`src/rtl/instr_pkg.sv`:
```
// Shared instruction-set definitions: opcode values, encoding formats, format lookup.
// Latency: n/a (types, constants and a pure function only).
// Backpressure: n/a.
// Used by the encoder/loader, the core's field decoder and the control unit.
package instr_pkg;

    // Opcode values. The format split below is the only property the loader cares about.
    localparam logic [3:0] OPC_0 = 4'h0;
    localparam logic [3:0] OPC_1 = 4'h1;
    localparam logic [3:0] OPC_2 = 4'h2;
    localparam logic [3:0] OPC_3 = 4'h3;
    localparam logic [3:0] OPC_4 = 4'h4;
    localparam logic [3:0] OPC_5 = 4'h5;
    localparam logic [3:0] OPC_6 = 4'h6;
    localparam logic [3:0] OPC_7 = 4'h7;
    localparam logic [3:0] OPC_8 = 4'h8;
    localparam logic [3:0] OPC_9 = 4'h9;
    localparam logic [3:0] OPC_A = 4'hA;
    localparam logic [3:0] OPC_B = 4'hB;
    localparam logic [3:0] OPC_C = 4'hC;
    localparam logic [3:0] OPC_D = 4'hD;
    localparam logic [3:0] OPC_E = 4'hE;
    localparam logic [3:0] OPC_F = 4'hF;

    // Low-nibble layout of an instruction byte.
    typedef enum logic [1:0] {
        FMT_IMM4 = 2'd0,  // {opcode, imm4}
        FMT_RI   = 2'd1,  // {opcode, rd, imm2}
        FMT_RR   = 2'd2   // {opcode, rd, rs}
    } fmt_e;

    function automatic fmt_e fmt_of(input logic [3:0] opcode);
        fmt_e f;
        case (opcode)
            OPC_0, OPC_1:                             f = FMT_IMM4;
            OPC_2, OPC_9, OPC_B, OPC_C, OPC_D,
            OPC_E, OPC_F:                             f = FMT_RI;
            default:                                  f = FMT_RR;
        endcase
        return f;
    endfunction

endpackage

```
`src/rtl/instr_encoder_loader_if.sv`:
```
// Handshake bundles of the loader: field-tuple input and memory write port.
// Latency: n/a (wiring only).
// Backpressure: in_ready / mem_ready flow from slave back to master.
// instr_fields_if: in_valid/in_ready + opcode, rd, rs, imm2, imm4 (master = host).
// instr_mem_if:    mem_we/mem_addr/mem_wdata + mem_ready (master = loader).

interface instr_fields_if;
    logic       in_valid;
    logic       in_ready;
    logic [3:0] in_opcode;
    logic [1:0] in_rd;
    logic [1:0] in_rs;
    logic [1:0] in_imm2;
    logic [3:0] in_imm4;

    modport master (
        output in_valid, in_opcode, in_rd, in_rs, in_imm2, in_imm4,
        input  in_ready
    );
    modport slave (
        input  in_valid, in_opcode, in_rd, in_rs, in_imm2, in_imm4,
        output in_ready
    );
endinterface

interface instr_mem_if #(parameter int ADDR_W = 8);
    logic              mem_we;
    logic [ADDR_W-1:0] mem_addr;
    logic [7:0]        mem_wdata;
    logic              mem_ready;

    modport master (
        output mem_we, mem_addr, mem_wdata,
        input  mem_ready
    );
    modport slave (
        input  mem_we, mem_addr, mem_wdata,
        output mem_ready
    );
endinterface

```
`src/rtl/instr_encoder_loader_packer.sv`:
```
// Packs instruction fields into one byte and flags nonzero fields the format ignores.
// Latency: combinational.
// Backpressure: none (no state).
// Ports: opcode_i/rd_i/rs_i/imm2_i/imm4_i in; byte_o (encoded), field_err_o out.
module instr_field_packer
    import instr_pkg::*;
(
    input  logic [3:0] opcode_i,
    input  logic [1:0] rd_i,
    input  logic [1:0] rs_i,
    input  logic [1:0] imm2_i,
    input  logic [3:0] imm4_i,
    output logic [7:0] byte_o,
    output logic       field_err_o
);

    always_comb begin
        byte_o      = {opcode_i, imm4_i};
        field_err_o = 1'b0;
        case (fmt_of(opcode_i))
            FMT_IMM4: begin
                byte_o      = {opcode_i, imm4_i};
                field_err_o = |{rd_i, rs_i, imm2_i};
            end
            FMT_RI: begin
                byte_o      = {opcode_i, rd_i, imm2_i};
                field_err_o = |{rs_i, imm4_i};
            end
            default: begin
                byte_o      = {opcode_i, rd_i, rs_i};
                field_err_o = |{imm2_i, imm4_i};
            end
        endcase
    end

endmodule

```
`src/rtl/instr_encoder_loader.sv`:
```
// Encodes field tuples and streams the bytes into program memory at consecutive addresses.
// Latency: tuple accepted at edge N is on mem_we/addr/wdata from cycle N+1; 1 byte/cycle.
// Backpressure: in_ready drops when memory is full or the output register is stalled by mem_ready.
// Ports: clk, rst (sync, active-high); start_i/finish_i session control; in_if (slave) field
// tuples; mem_if (master) write port; busy_o, done_o, count_o, overflow_o, field_err_o status.
module instr_encoder_loader
    import instr_pkg::*;
#(
    parameter int ADDR_W = 8
) (
    input  logic            clk,
    input  logic            rst,
    input  logic            start_i,
    input  logic            finish_i,
    instr_fields_if.slave   in_if,
    instr_mem_if.master     mem_if,
    output logic            busy_o,
    output logic            done_o,
    output logic [ADDR_W:0] count_o,
    output logic            overflow_o,
    output logic            field_err_o
);

    localparam logic [1:0] ST_IDLE  = 2'd0;
    localparam logic [1:0] ST_LOAD  = 2'd1;
    localparam logic [1:0] ST_DRAIN = 2'd2;
    localparam logic [1:0] ST_DONE  = 2'd3;

    localparam logic [ADDR_W:0] PTR_ONE = {{ADDR_W{1'b0}}, 1'b1};

    logic [1:0]        state_q, state_d;
    logic [ADDR_W:0]   wr_ptr_q, wr_ptr_d;
    logic [ADDR_W:0]   count_q, count_d;
    logic              out_vld_q, out_vld_d;
    logic [ADDR_W-1:0] out_addr_q, out_addr_d;
    logic [7:0]        out_dat_q, out_dat_d;
    logic              overflow_q, overflow_d;
    logic              field_err_q, field_err_d;

    logic [7:0] pk_byte;
    logic       pk_err;
    logic       in_load;
    logic       full;
    logic       session_open;
    logic       in_rdy;
    logic       accept;
    logic       wr_done;

    instr_field_packer u_packer (
        .opcode_i    (in_if.in_opcode),
        .rd_i        (in_if.in_rd),
        .rs_i        (in_if.in_rs),
        .imm2_i      (in_if.in_imm2),
        .imm4_i      (in_if.in_imm4),
        .byte_o      (pk_byte),
        .field_err_o (pk_err)
    );

    // Pointer is one bit wider than the address so "all 2**ADDR_W slots used"
    // is distinguishable from "empty"; it never advances past that value.
    assign full         = wr_ptr_q[ADDR_W];
    assign in_load      = (state_q == ST_LOAD);
    assign session_open = start_i && ((state_q == ST_IDLE) || (state_q == ST_DONE));
    // The output register can take a new byte in the same cycle its current one retires.
    assign in_rdy       = in_load && !full && (!out_vld_q || mem_if.mem_ready);
    assign accept       = in_if.in_valid && in_rdy;
    assign wr_done      = out_vld_q && mem_if.mem_ready;

    always_comb begin
        state_d     = state_q;
        wr_ptr_d    = wr_ptr_q;
        count_d     = count_q;
        out_vld_d   = out_vld_q;
        out_addr_d  = out_addr_q;
        out_dat_d   = out_dat_q;
        overflow_d  = overflow_q;
        field_err_d = field_err_q;

        case (state_q)
            ST_IDLE, ST_DONE: if (start_i)    state_d = ST_LOAD;
            ST_LOAD:          if (finish_i)   state_d = ST_DRAIN;
            // Leaving DRAIN only once the register is observed empty keeps DONE
            // at least one cycle behind the final write completion.
            ST_DRAIN:         if (!out_vld_q) state_d = ST_DONE;
            default:                          state_d = ST_IDLE;
        endcase

        if (session_open) begin
            wr_ptr_d    = '0;
            count_d     = '0;
            overflow_d  = 1'b0;
            field_err_d = 1'b0;
        end else begin
            if (accept)                           wr_ptr_d    = wr_ptr_q + PTR_ONE;
            if (wr_done)                          count_d     = count_q + PTR_ONE;
            if (in_load && full && in_if.in_valid) overflow_d = 1'b1;
            if (accept && pk_err)                 field_err_d = 1'b1;
        end

        // Address/data only change on a new accept, so they hold steady while stalled.
        if (accept) begin
            out_vld_d  = 1'b1;
            out_addr_d = wr_ptr_q[ADDR_W-1:0];
            out_dat_d  = pk_byte;
        end else if (wr_done) begin
            out_vld_d  = 1'b0;
        end
    end

    always_ff @(posedge clk) begin
        if (rst) begin
            state_q     <= ST_IDLE;
            wr_ptr_q    <= '0;
            count_q     <= '0;
            out_vld_q   <= 1'b0;
            out_addr_q  <= '0;
            out_dat_q   <= '0;
            overflow_q  <= 1'b0;
            field_err_q <= 1'b0;
        end else begin
            state_q     <= state_d;
            wr_ptr_q    <= wr_ptr_d;
            count_q     <= count_d;
            out_vld_q   <= out_vld_d;
            out_addr_q  <= out_addr_d;
            out_dat_q   <= out_dat_d;
            overflow_q  <= overflow_d;
            field_err_q <= field_err_d;
        end
    end

    assign in_if.in_ready   = in_rdy;
    assign mem_if.mem_we    = out_vld_q;
    assign mem_if.mem_addr  = out_addr_q;
    assign mem_if.mem_wdata = out_dat_q;
    assign busy_o           = (state_q == ST_LOAD) || (state_q == ST_DRAIN);
    assign done_o           = (state_q == ST_DONE);
    assign count_o          = count_q;
    assign overflow_o       = overflow_q;
    assign field_err_o      = field_err_q;

endmodule

```
`src/flat_wrapper.sv`:
```
// flat-port wrapper written by rule: the top's interface ports become plain ports
module instr_encoder_loader_flat import instr_pkg::*;
#(
    parameter int ADDR_W = 8
)
  (clk, rst, start_i, finish_i, busy_o, done_o, count_o, overflow_o, field_err_o, in_if_in_valid, in_if_in_opcode, in_if_in_rd, in_if_in_rs, in_if_in_imm2, in_if_in_imm4, in_if_in_ready, mem_if_mem_we, mem_if_mem_addr, mem_if_mem_wdata, mem_if_mem_ready);
  instr_fields_if in_if_i ();
  instr_mem_if #(.ADDR_W(ADDR_W)) mem_if_i ();
  input  logic clk;
  input  logic rst;
  input  logic start_i;
  input  logic finish_i;
  output logic busy_o;
  output logic done_o;
  output logic [ADDR_W:0] count_o;
  output logic overflow_o;
  output logic field_err_o;
  input wire logic [$bits(in_if_i.in_valid)-1:0] in_if_in_valid;
  input wire logic [$bits(in_if_i.in_opcode)-1:0] in_if_in_opcode;
  input wire logic [$bits(in_if_i.in_rd)-1:0] in_if_in_rd;
  input wire logic [$bits(in_if_i.in_rs)-1:0] in_if_in_rs;
  input wire logic [$bits(in_if_i.in_imm2)-1:0] in_if_in_imm2;
  input wire logic [$bits(in_if_i.in_imm4)-1:0] in_if_in_imm4;
  output wire logic [$bits(in_if_i.in_ready)-1:0] in_if_in_ready;
  output wire logic [$bits(mem_if_i.mem_we)-1:0] mem_if_mem_we;
  output wire logic [$bits(mem_if_i.mem_addr)-1:0] mem_if_mem_addr;
  output wire logic [$bits(mem_if_i.mem_wdata)-1:0] mem_if_mem_wdata;
  input wire logic [$bits(mem_if_i.mem_ready)-1:0] mem_if_mem_ready;
  assign in_if_i.in_valid = in_if_in_valid;
  assign in_if_i.in_opcode = in_if_in_opcode;
  assign in_if_i.in_rd = in_if_in_rd;
  assign in_if_i.in_rs = in_if_in_rs;
  assign in_if_i.in_imm2 = in_if_in_imm2;
  assign in_if_i.in_imm4 = in_if_in_imm4;
  assign in_if_in_ready = in_if_i.in_ready;
  assign mem_if_mem_we = mem_if_i.mem_we;
  assign mem_if_mem_addr = mem_if_i.mem_addr;
  assign mem_if_mem_wdata = mem_if_i.mem_wdata;
  assign mem_if_i.mem_ready = mem_if_mem_ready;
  instr_encoder_loader #(.ADDR_W(ADDR_W)) u_core (.clk(clk), .rst(rst), .start_i(start_i), .finish_i(finish_i), .in_if(in_if_i), .mem_if(mem_if_i), .busy_o(busy_o), .done_o(done_o), .count_o(count_o), .overflow_o(overflow_o), .field_err_o(field_err_o));
endmodule
```
`config.mk`:
```
export PLATFORM = sky130hd
export DESIGN_NAME = instr_encoder_loader_flat
export DESIGN_NICKNAME = d
export VERILOG_FILES = /design/src/rtl/instr_pkg.sv /design/src/rtl/instr_encoder_loader_if.sv /design/src/rtl/instr_encoder_loader_packer.sv /design/src/rtl/instr_encoder_loader.sv /design/src/flat_wrapper.sv
export SDC_FILE = /design/constraint.sdc
export NUM_CORES = 1
export LEC_CHECK = 0
export ABC_AREA = 1
export BUFFER_PORTS_ARGS = -buffer_cell sky130_fd_sc_hd__buf_2
export CAP_MARGIN = 40
export CORE_ASPECT_RATIO = 1.4
export CORE_MARGIN = 5
export CORE_UTILIZATION = 44
export DETAILED_ROUTE_END_ITERATION = 12
export GPL_TIMING_DRIVEN = 0
export PLACE_DENSITY_LB_ADDON = 0.15
export SYNTH_ARGS = -nofsm -noshare
export SYNTH_HDL_FRONTEND = slang
export SYNTH_SLANG_ARGS = --single-unit
export TNS_END_PERCENT = 20
```
`constraint.sdc`:
```
create_clock -name clk -period 1.3 [get_ports clk]
set_input_delay 0.26 -clock clk [delete_from_list [all_inputs] [get_ports clk]]
set_output_delay 0.26 -clock clk [all_outputs]
set_load 0.01 [all_outputs]
```
# == Word level (Yosys, flattened, before mapping) ==
# Memories as Yosys holds them, arrays and structs flattened.
# Cells that the tools add are included.
# totals
regBits,39
romBits,32
in_bits,20
output_inout_bits,31
elab_cells,48
memories,1
# mem_list
name,depth,word_bits,rd,rd_ports_with_merged_regs,write_ports,line,text
(name not given),16,2,1,0,0,instr_pkg.sv:34,case (opcode)
# op_classes
n_addsub,2
eq_ne,7
n_mux,8
n_reduce_logical,22
# op_table
op,count
$add 9x1->9 const B,2
$reduce_or 6->1,3
$logic_and 1x1->1,8
$pmux 4 s2,1
$mux 2,3
$ne 2x2->1 const B,3
$pmux 2 s3,1
$eq 2x1->1 const B,2
$eq 2x2->1 const B,2
$logic_not 2->1,2
$reduce_or 2->1,2
$logic_or 1x1->1,3
$reduce_and 3->1,1
$logic_not 1->1,2
$mux 1,2
$pmux 1 s2,1
$reduce_bool 2->1,1

# == Logic depth before layout (Yosys ltp) ==
# Gate-level depths: netlist of run 1.
# depth
depth_word,5
mapped_depth,8
mapped_depth_nobuf,8

# == Cells and area by module ==
# A second synthesis of run 1 with hierarchy kept.
# hier_totals
cells_unflattened,267
area_unflattened_um2,2004.4
# by_module_without_submodules
mod,instances,cells_each,area_each_um2,seq_area_each_um2
instr_encoder_loader,1,228,1818.0,780.7
instr_field_packer,1,39,186.4,0.0

# == Worst setup path before layout of run 1 ==
# Ideal clock, no wire load.
# synth_timing
path_kind,flip-flop to flip-flop
from,reg u_core.state_q[0]
to,"reg u_core.count_q[5], in the netlist u_core.count_o[5]"
setup_ns,0.070
arrival_ns,1.361
required_time_ns,1.230
path_slack_ns,-0.131
stages_incl_launch_ff,7
n_path_buf,1
period_less_slack_ns,1.431
path_cell_list,dfxtp_1 -> inv_1 -> ha_1 -> a21oi_1 -> inv_1 -> buf_2 -> a21oi_1
# synth_via
elab_chain_cells,4
elab_cells_between_ends,5
cone_classes,eq/ne: 1; reduce/logical: 4
# synth_rtl
element,line,text
from (decl),instr_encoder_loader.sv:31,"logic [1:0] state_q, state_d;"
from (signal assigned),instr_encoder_loader.sv:121,state_q <= state_d;
$eq 2x2->1 / $logic_not 2->1 (equally long branches),instr_encoder_loader.sv:63,assign session_open = start_i && ((state_q == ST_IDLE) || (state_q == ST_DONE));
$logic_or 1x1->1 (*),instr_encoder_loader.sv:63,
$logic_and 1x1->1 (*),instr_encoder_loader.sv:63,
$reduce_or 2->1 (no line) (*),--,
to (signal assigned),instr_encoder_loader.sv:123,count_q <= count_d;
to (decl),instr_encoder_loader.sv:33,"logic [ADDR_W:0] count_q, count_d;"
# Mark *: on every way between the ends. The rest lies on a longest branch, timed or not.
# A chain may end at the register's enable or synchronous reset.

# == Worst setup path after layout of run 1 ==
# layout_timing
from,reg u_core.state_q[0]
to,out busy_o
# layout_via
elab_chain_cells,2
elab_cells_between_ends,3
cone_classes,eq/ne: 2; reduce/logical: 1
# layout_rtl
element,line,text
$eq 2x1->1 / $eq 2x2->1 (equally long branches),instr_encoder_loader.sv:136,assign busy_o = (state_q == ST_LOAD) || (state_q == ST_DRAIN);
$logic_or 1x1->1 (*),instr_encoder_loader.sv:136,
to (decl),flat_wrapper.sv:13,output logic busy_o;
# Marks and branches as above.

==> results of run 1 <==
## kinds of logic (layout without fill, tap and decap cells)
group	Yosys count	after routing	synth area share [%]
simple gates	127	127	29.8
compound gates	46	46	13.0
buf+inv	42	107	9.46
flops	39	39	41.6
xor+xnor	6	6	2.80
fa+ha+maj	5	5	3.33
## worst min path at each step
| stage | end | slack (ps) | cells after the start |
|---|---|---|---|
| 2_1_floorplan | u_core.mem_if.mem_wdata[5] | 400 | 2 |
| 3_3_place_gp | u_core.field_err_o | 440 | 2 |
| 3_5_place_dp | u_core.field_err_o | 440 | 2 |
| 4_1_cts | u_core.mem_if.mem_wdata[5] | 230 | 3 |
| 5_1_grt | u_core.mem_if.mem_wdata[6] | 250 | 3 |
| 6_report | u_core.mem_if.mem_wdata[5] | 230 | 3 |
## layer usage
metal	GRT usage, %	up-vias	share of wire (%)
li1	-	959	-
met1	16.9	824	41
met2	28.7	42	52
met3	3.88	6	5.5
met4	7.36	0	1.9
met5	0	-	0
## through the flow
step / util, % / TNS [ps] / hold slack [ps] / worst slack [ps] / std cells
3_5_place_dp: 52.9 / -4990 / 441 / -242 / 360
2_1_floorplan: - / 0 / 403 / 1.35 / 265
6_report: 60.0 / -1560 / 233 / -132 / 375
3_3_place_gp: 52.9 / -4640 / 435 / -242 / 360
5_1_grt: 60.0 / -4420 / 246 / -231 / 375
4_1_cts: 57.4 / -1830 / 232 / -132 / 371
## cell type report
class	count	area (µm²)	share of cell area, %
Multi-Input combinational cell	184	991	39.6
Sequential cell	39	796	31.8
Timing Repair Buffer	57	328	13.1
Inverter	35	139	5.56
Clock buffer	6	82.6	3.30
Buffer	7	72.6	2.90
Tap cell	45	56.3	2.25
Clock inverter	2	35.0	1.40
## registers in the layout (all words and copies together), names as in the netlist
name / flops
u_core.overflow_o: 1
u_core.mem_if.mem_addr: 8
u_core.count_o: 9
u_core.wr_ptr_q: 9
u_core.mem_if.mem_wdata: 8
u_core.state_q: 2
u_core.mem_if.mem_we: 1
u_core.field_err_o: 1
## worst register-to-register path: stages, from the launching register on
cell and delay [ps]:
dfxtp_4 370, inv_4 60, ha_4 140, buf_6 100
nand4_4 140, buf_8 190, a21oi_1 110, nand3_1 90
nand2_1 70, inv_1 40
## cell usage in the layout (no fill, tap or decap), drive strengths merged, types with 7 or more instances in the layout
cell type	n
clkbuf	7
dfxtp	39
buf	63
inv	35
o21ai	7
nand3	10
nor2	29
a21oi	35
nand2	77
## power groups by stage
stage / Combinational [W] / Clock (W) / Sequential [W]
6_report: 0.00105 / 0.00104 / 0.00137
2_1_floorplan: 0.000543 / 0 / 0.00138
5_1_grt: 0.00116 / 0.00113 / 0.00139
3_3_place_gp: 0.000804 / 0 / 0.00137
4_1_cts: 0.000927 / 0.00106 / 0.00137
3_5_place_dp: 0.000814 / 0 / 0.00137
## what timing repair did
action,CTS,global route
gates resized for setup,16,20
pin swaps,5,6
cloned,0,1
setup buffers,3,3
endpoints found under the setup margin,40,38
hold endpoints to repair,0,0
==> impl_results.md, run 1 <==
- Vias in the first global route: ~1.7k
- Required @ worst endpoint: 1040 ps
- Fillers: around 420
- Post-synthesis sequential area ratio: 41.6%
- Failing checks: setup timing
- Chip Height: 87.3 µm
- H-Tree Level Count: 2
- Synth area leader: dfxtp_1
- Final min period: approximately 1400 ps
- Clk sink count: 39
- Core Area: roughly 4200 µm²
- Cell count after synthesis: 265
- R2R Setup Slk: -100 ps
- Routability cong.: approximately 0.8
- FF+latch count, synth: 39
- Yosys cell types: 27
- Final setup fails: 26
- FF-to-FF Start: u_core.state_q[1]
- Average vias per placed instance: just under 5
- CTS clk-pin slew, worst paths: 80 ps
- Setup Skew: 5.81 ps
- Critical path type: register to output port
- Status: finished with violations
- Share of power burned in registers: 39.6%
- Fin crit share: 110%
- Number of flops mapped to enable cells by yosys: 0
- Post-route ant nets: 0
- Fin. Hold Viols: 0
- Syn avg cell area: between 7 and 8 µm²
- DRT Pass-1 Iters: 4
- Largest cells by area after synthesis: dfxtp_1 (42%), nand2_1 (15%), a21oi_1 (9.1%), inv_1 (6.8%), nor2_1 (5.2%)
- Crit path top cell by count: inv_2
- Final total power: 0.00347 W
- Final wirelength: 4410 µm
- Max clock buf depth: 2
- Worst skew pair latency: roughly 290 ps
- Share of post-route cells with drive strength above 1: between 30 and 40%
- Pwr dens: 1390 nW/µm²
- Crit path arrival time: 1170 ps
- Post-route cell area: 2500 µm²
- Worst Max-Slew Pin Slew: 534 ps
- Syn Nets: 290
- Vias: 1831
- FFs w/ async S/R, synth: 0%
- Setup crit end: busy_o
- Switching Fraction: 30.6%
- HP Start: in_if_in_opcode[1]
- Root Buffer: clkbuf_8
- Die X: 65.2 µm
- Clk pwr share: 30.0%
- Slew Viols, Final: 0
- Maximum vdd drop: 0.683 mV
- Die area: 5690 µm²
- Starting density of the core: 45.0%
- Area Overhead vs Synth: 33.1%
- ANT cells: 0
- CTS Hold Buffers Added: 0
- P_int: ~0.0024 W
- Worst path slowest cell: dfxtp_4
- Fmax: between 600 and 700 MHz
- CTS tree: done
- Reg2reg end: u_core.mem_if.mem_wdata[1]
- Top-Level Pins: 51
- Critical path depth: 4
- Critical path endpoint category: output port
- Worst-path fanout max: 4
- Post-synth top cells: nand2_1 (75), dfxtp_1 (39), a21oi_1 (34), inv_1 (34), nor2_1 (26)
- Dpl cell area: 2200 µm²
- Mapped cell area: 1880 µm²
- Final worst setup slack: -132 ps
- Routed len/inst: about 12 µm
- Crit-path cells: inv_2, ha_4, inv_2, buf_2
- GRT Overall Usage: 15.8%
- Number of CTS-inserted buffers: 5
- Largest net degree at the start of global routing: 13
- Ys Warns: 0
- Max cap viols: 0
- RSZ-0062 raised after global routing: true
- DR iter-0 viols: 42
- Antenna violations before repair: 0
- Port bufs: 50
- DRC viols: 0
- CP bufs+invs: 3
- Crit path launch: u_core.state_q[0]
- Logic pwr share: 30.4%
- Row cnt: 28
- Post-layout nets: 354
- Post-DP HPWL: 3170 µm
- GRT overflow: 0
- Static leakage: about 1.1 nW
- R2R cell count: 9
- Synth Flop Type: dfxtp_1
- First-pass GRT wire length: 7020 µm
- Most common cell in the netlist: nand2_1
- Family with the most delay on the worst path: flip-flops
- HP Class: input port to register
- Relative slew slack: ~64%
- Crit start category: register
- CP peak stage delay: 390 ps
- NetSw: 0.00106 W
- Top cell type's share of synthesized area: between 40% and 50%
No activity file was read; power rests on OpenSTA's default activity.
==> run 2: changes to the inputs <==
CTS_BUF_LIST = sky130_fd_sc_hd__clkbuf_8   (was default)
REMOVE_ABC_BUFFERS = 1   (was default)
==> impl_results.md, run 2 (synthesis gave the netlist of run 1 again) <==
- Status: finished with violations (unchanged)
- Failing checks: setup timing (unchanged)
- CP bufs+invs: 3 (unchanged)
- CP peak stage delay: 380 ps (was 390 ps)
- Fin cells: 366 (was 375)
- Critical path type: register to output port (unchanged)
- Number of CTS-inserted buffers: 5 (unchanged)
- Post-route cell area: 2430 µm² (was 2500 µm²)
- Core Area: 4170 µm² (unchanged)
- Average vias per placed instance: 4.87 (was 4.88)
- Critical path endpoint category: output port (unchanged)
- Family with the most delay on the worst path: flip-flops (unchanged)
- Commonest non-fill, non-tap cell in the layout: nand2_1 (unchanged)
- Top-Level Pins: 51 (unchanged)
- Crit start category: register (unchanged)
- Die area: 5690 µm² (unchanged)
- Root Buffer: clkbuf_8 (unchanged)
- DR iter-0 viols: 48 (was 42)
- Port bufs: 50 (unchanged)
- Fmax: 710 MHz (was 698 MHz)
- DRT Pass-1 Iters: 4 (unchanged)
- Die X: 65.2 µm (unchanged)
- Row cnt: 28 (unchanged)
- Final min period: 1410 ps (was 1430 ps)
- Setup Skew: 5.78 ps (was 5.81 ps)
- Crit-path cells: inv_2, ha_4, inv_2, buf_6 (was inv_2, ha_4, inv_2, buf_2)
- H-Tree Level Count: 2 (unchanged)
- Routability cong.: 0.794 (was 0.820)
- Vias in the first global route: 1724 (was 1672)
- Reg2reg end: u_core.mem_if.mem_wdata[1] (unchanged)
- Commonest non-fill, non-tap cells in the layout: nand2_1 (73), buf_2 (49), dfxtp_1 (34) (was nand2_1 (75), buf_2 (51), dfxtp_1 (33))
- Post-DP HPWL: 2870 µm (was 3170 µm)
- Routed len/inst: 11.5 µm (was 11.8 µm)
- R2R cell count: 9 (unchanged)
- Slew Viols, Final: 0 (unchanged)
- Global Route met1 Usage: 18.2% (was 16.9%)
- Final core occ: 58.3% (was 60.0%)
- Starting density of the core: 45.0% (unchanged)
- Crit path launch: u_core.state_q[0] (unchanged)
- RSZ-0062 raised after global routing: true (unchanged)
- Final wirelength: 4220 µm (was 4410 µm)
- Crit path arrival time: 1150 ps (was 1170 ps)
- Worst-path fanout max: 4 (unchanged)
- Grt met3 use: 4.78% (was 3.88%)
- Share of post-route cells with drive strength above 1: 29.6% (was 30.6%)
- FF-to-FF Start: u_core.state_q[1] (unchanged)
- Vias: 1782 (was 1831)
- Final setup fails: 22 (was 26)
- First-pass GRT wire length: 7330 µm (was 7020 µm)
- Required @ worst endpoint: 1040 ps (about the same)
- Maximum vdd drop: 0.744 mV (was 0.683 mV)
- Worst skew pair latency: 290 ps (about the same)
- Critical path depth: 4 (unchanged)
- CTS tree: done (unchanged)
- Met2 Use GR: 28.6% (was 28.7%)
- Max clock buf depth: 2 (unchanged)
- Hold slack: 238 ps (was 233 ps)
- Chip Height: 87.3 µm (unchanged)
- CTS clk-pin slew, worst paths: 70 ps (was 80 ps)
- Crit path top cell by count: inv_2 (unchanged)
- ANT cells: 0 (unchanged)
- Max cap viols: 0 (unchanged)
- Setup crit end: busy_o (unchanged)
- Post-route ant nets: 0 (unchanged)
- Fin. Hold Viols: 0 (unchanged)
- Final worst setup slack: -108 ps (was -132 ps)
- HP Class: input port to register (unchanged)
- Worst path slowest cell: dfxtp_4 (unchanged)
- Clk sink count: 39 (unchanged)
- Static leakage: 1.06 nW (was 1.12 nW)
- Gr busiest metal: met2 (unchanged)
- Pwr dens: 1370 nW/µm² (was 1390 nW/µm²)
- R2R Setup Slk: -80 ps (was -100 ps)
- Relative slew slack: 69.0% (was 64.4%)
- Worst Max-Slew Pin Slew: 464 ps (was 534 ps)
- Cell count after placement: 353 (was 360)
- GRT Overall Usage: 16.2% (was 15.8%)
- Largest net degree at the start of global routing: 21 (was 13)
- Antenna violations before repair: 0 (unchanged)
- Area Overhead vs Synth: 29.5% (was 33.1%)
- Post-layout nets: 346 (was 354)
- Fin crit share: 108% (was 110%)
- Dpl ws: -609 ps (was -242 ps)
- DRC viols: 0 (unchanged)
- GRT overflow: 0 (unchanged)
- Dpl cell area: 2140 µm² (was 2200 µm²)
## run 2: worst min-delay path by stage
stage / slack [ps] / cells after the start / to / from
5_1_grt: 260 / 3 / u_core.mem_if.mem_wdata[4] / in_if_in_opcode[0]
3_5_place_dp: 440 / 2 / u_core.field_err_o / u_core.field_err_o
2_1_floorplan: 330 / 1 / u_core.mem_if.mem_addr[0] / rst
6_report: 240 / 3 / u_core.mem_if.mem_wdata[4] / in_if_in_opcode[0]
4_1_cts: 230 / 3 / u_core.mem_if.mem_wdata[4] / in_if_in_opcode[0]
3_3_place_gp: 440 / 2 / u_core.field_err_o / u_core.field_err_o
## run 2: where the power goes
group | leakage (nW) | internal, W | switching [W]
combinational | 0.691 | 0.000441 | 0.000557
sequential | 0.318 | 0.00129 | 0.0000767
clock | 0.0554 | 0.000555 | 0.000405
## run 2: timing repair
action,CTS,global route
pin swaps,3,9
setup endpoints to repair,41,33
hold buffers,0,0
buffers inserted,3,2
gates resized for setup,22,19
gates cloned,1,0
## run 2: layer usage
metal	routed length, µm	up-vias
met5	0	-
met4	68	0
met3	178	8
met2	2140	36
met1	1840	786
li1	-	952
## run 2: worst register-to-register path, delay by kind of cell, from the launching register on
kind	cells	cell delay [ps]
compound gates	1	140
flops	1	370
fa+ha+maj	1	150
simple gates	3	220
buf+inv	4	400
## run 2: area by class of cell
cell class	instances	area (µm²)
inverters	35	151
repair buffers	55	310
multi-input cells	185	1020
clock inverters	2	33.8
well taps	45	56.3
fillers	429	1740
clock buffers	5	68.8
flip-flops and latches	39	792
## run 2: metrics by stage
step                      power (W)  TNS, ps
final                       0.00332     -621
after global routing        0.00355    -3410
after CTS                   0.00326    -1080
after detailed placement    0.00206   -18090
after global placement      0.00205   -17780
after floorplan             0.00182    -5400
==> run 3: changes to the inputs <==
clock period = 1.51 ns   (was 1.3 ns; I/O delays follow)
==> impl_results.md, run 3 (synthesis gave the netlist of run 1 again) <==
- Static leakage: 1.06 nW (about the same)
- Critical path endpoint category: output port (unchanged)
- CP peak stage delay: 370 ps (was 380 ps)
- Routed len/inst: 11.5 µm (about the same)
- Worst path slowest cell: dfxtp_4 (unchanged)
- NetSw: 0.000884 W (was 0.00104 W)
- Vias: 1794 (was 1782)
- Chip Height: 87.3 µm (unchanged)
- HP Class: input port to register (unchanged)
- Commonest non-fill, non-tap cells in the layout: nand2_1 (74), buf_2 (49), dfxtp_1 (37) (was nand2_1 (73), buf_2 (49), dfxtp_1 (34))
- Post-layout nets: 346 (unchanged)
- FF-to-FF Start: u_core.state_q[1] (unchanged)
- Family with the most delay on the worst path: flip-flops (unchanged)
- DRT Pass-1 Iters: 4 (unchanged)
- Required @ worst endpoint: 1210 ps (was 1040 ps)
- Core Area: 4170 µm² (unchanged)
- Antenna violations before repair: 0 (unchanged)
- Crit path launch: u_core.state_q[1] (was u_core.state_q[0])
- Switching Fraction: 30.9% (was 31.2%)
- R2R Setup Slk: 70 ps (was -80 ps)
- GRT Overall Usage: 16.1% (was 16.2%)
- Logic pwr share: 30.0% (about the same)
- Worst Max-Slew Pin Slew: 467 ps (was 464 ps)
- CTS Hold Buffers Added: 0 (unchanged)
- Top-Level Pins: 51 (unchanged)
- Post-route ant nets: 0 (unchanged)
- DRC viols: 0 (unchanged)
- HP Start: in_if_in_opcode[0] (unchanged)
- Crit-path cells: inv_4, ha_4, nand2_2, nor2_2, buf_2 (was inv_2, ha_4, inv_2, buf_6)
- Fin crit share: a little over nine tenths
- Post-route setup TNS: 0 ps (was -621 ps)
- Hold Path Sink: u_core.mem_if.mem_wdata[4] (unchanged)
- Number of CTS-inserted buffers: 5 (unchanged)
- Final total power: 0.00286 W (was 0.00332 W)
- Root Buffer: clkbuf_8 (unchanged)
- Slew Viols, Final: 0 (unchanged)
- ANT cells: 0 (unchanged)
- Fmax: 686 MHz
- Share of power burned in registers: 41.0% (was 41.1%)
- Critical path type: register to output port (unchanged)
- CP bufs+invs: 2 (was 3)
- Maximum vdd drop: 0.720 mV (was 0.744 mV)
- Clk pwr share: 28.9% (about the same)
- Fin. Hold Viols: 0 (unchanged)
- GRT overflow: 0 (unchanged)
- Pwr dens: 1200 nW/µm² (was 1370 nW/µm²)
- Final core occ: 57.1% (was 58.3%)
- Crit path arrival time: 1160 ps (was 1150 ps)
- Routability cong.: 0.794 (unchanged)
- Average vias per placed instance: 4.90 (was 4.87)
- Crit start category: register (unchanged)
- CTS clk-pin slew, worst paths: 70 ps (about the same)
- Share of post-route cells with drive strength above 1: 26.5% (was 29.6%)
- Port bufs: 50 (unchanged)
- Setup Skew: 6.51 ps (was 5.78 ps)
- Reg2reg end: u_core.mem_if.mem_addr[6] (was u_core.mem_if.mem_wdata[1])
- H-Tree Level Count: 2 (unchanged)
- Depth of the worst hold-timing path: 3 (unchanged)
- Worst skew pair latency: 290 ps (about the same)
- CTS tree: done (unchanged)
- RSZ-0062 raised after global routing: true (unchanged)
- Relative slew slack: 68.8% (was 69.0%)
- Max clock buf depth: 2 (unchanged)
- Commonest non-fill, non-tap cell in the layout: nand2_1 (unchanged)
- Die X: 65.2 µm (unchanged)
- First-pass GRT wire length: 7260 µm (was 7330 µm)
- DR iter-0 viols: 78 (was 48)
- Clk sink count: 39 (unchanged)
- Starting density of the core: 45.0% (unchanged)
- Final wirelength: 4230 µm (was 4220 µm)
- Final min period: 1460 ps
- Final setup fails: 0 (was 22)
- Hold slack: 283 ps (was 238 ps)
- Worst-path fanout max: 4 (unchanged)
- R2R cell count: 6 (was 9)
- Status: complete, no violations (was finished with violations)
- Post-DP HPWL: 2870 µm (unchanged)
- P_int: 0.00198 W (was 0.00229 W)
- Vias in the first global route: 1703 (was 1724)
- Row cnt: 28 (unchanged)
- Max cap viols: 0 (unchanged)
- Largest net degree at the start of global routing: 21 (unchanged)
- Die area: 5690 µm² (unchanged)
- Area Overhead vs Synth: 26.7% (was 29.5%)
[run 3: worst max path at each step]
stage / endpoint / slack [ps] / depth (start not counted)
after floorplan: u_core.wr_ptr_q[5] / -5 / 7
after global placement: u_core.mem_if.mem_addr[4] / -380 / 5
after detailed placement: u_core.mem_if.mem_addr[1] / -400 / 5
after CTS: in_if_in_ready / -50 / 5
after global routing: u_core.mem_if.mem_addr[7] / -30 / 6
final: in_if_in_ready / 50 / 5
[run 3: power groups by stage]
stage / sequential, W / combinational, W / clock (W)
after detailed placement: 0.00117 / 0.000606 / 0
after global placement: 0.00117 / 0.000598 / 0
after CTS: 0.00115 / 0.000696 / 0.000855
after global routing: 0.00118 / 0.000967 / 0.000900
final: 0.00117 / 0.000860 / 0.000828
after floorplan: 0.00118 / 0.000380 / 0
[run 3: routing by layer]
layer / GRT usage, % / vias up / routed length, µm
met2: 28.2 / 43 / 2100
met1: 18.1 / 797 / 1860
li1: - / 946 / -
met3: 4.78 / 8 / 196
met5: 0 / - / 0
met4: 6.23 / 0 / 68
[run 3: per-stage QoR]
stage	cells	setup WS (ps)	cell area [µm²]
final	366	51.6	2380
after global routing	366	-30.8	2380
after CTS	363	-51.1	2300
after detailed placement	353	-399	2140
after global placement	353	-385	2140
after floorplan	258	-4.97	1830
[run 3: layout make-up]
type / count / area, µm²
flip-flops and latches: 39 / 788
repair buffers: 55 / 319
inverters: 35 / 136
clock inverters: 2 / 33.8
well taps: 45 / 56.3
multi-input cells: 185 / 977
clock buffers: 5 / 68.8
fillers: 442 / 1790
[run 3: timing repair]
action | CTS | global route
buffers inserted | 2 | 3
pin swaps | 1 | 4
setup endpoints to repair | 37 | 25
gates resized for setup | 7 | 12
cloned | 1 | 0
[run 3: tightest hold or removal path: cells and delay by family]
| family | cells | cell delay (ps) |
|---|---|---|
| buffers and inverters | 1 | 120 |
| AND/OR/NAND/NOR | 1 | 60 |
| AO/OA/AOI/OAI | 1 | 50 |
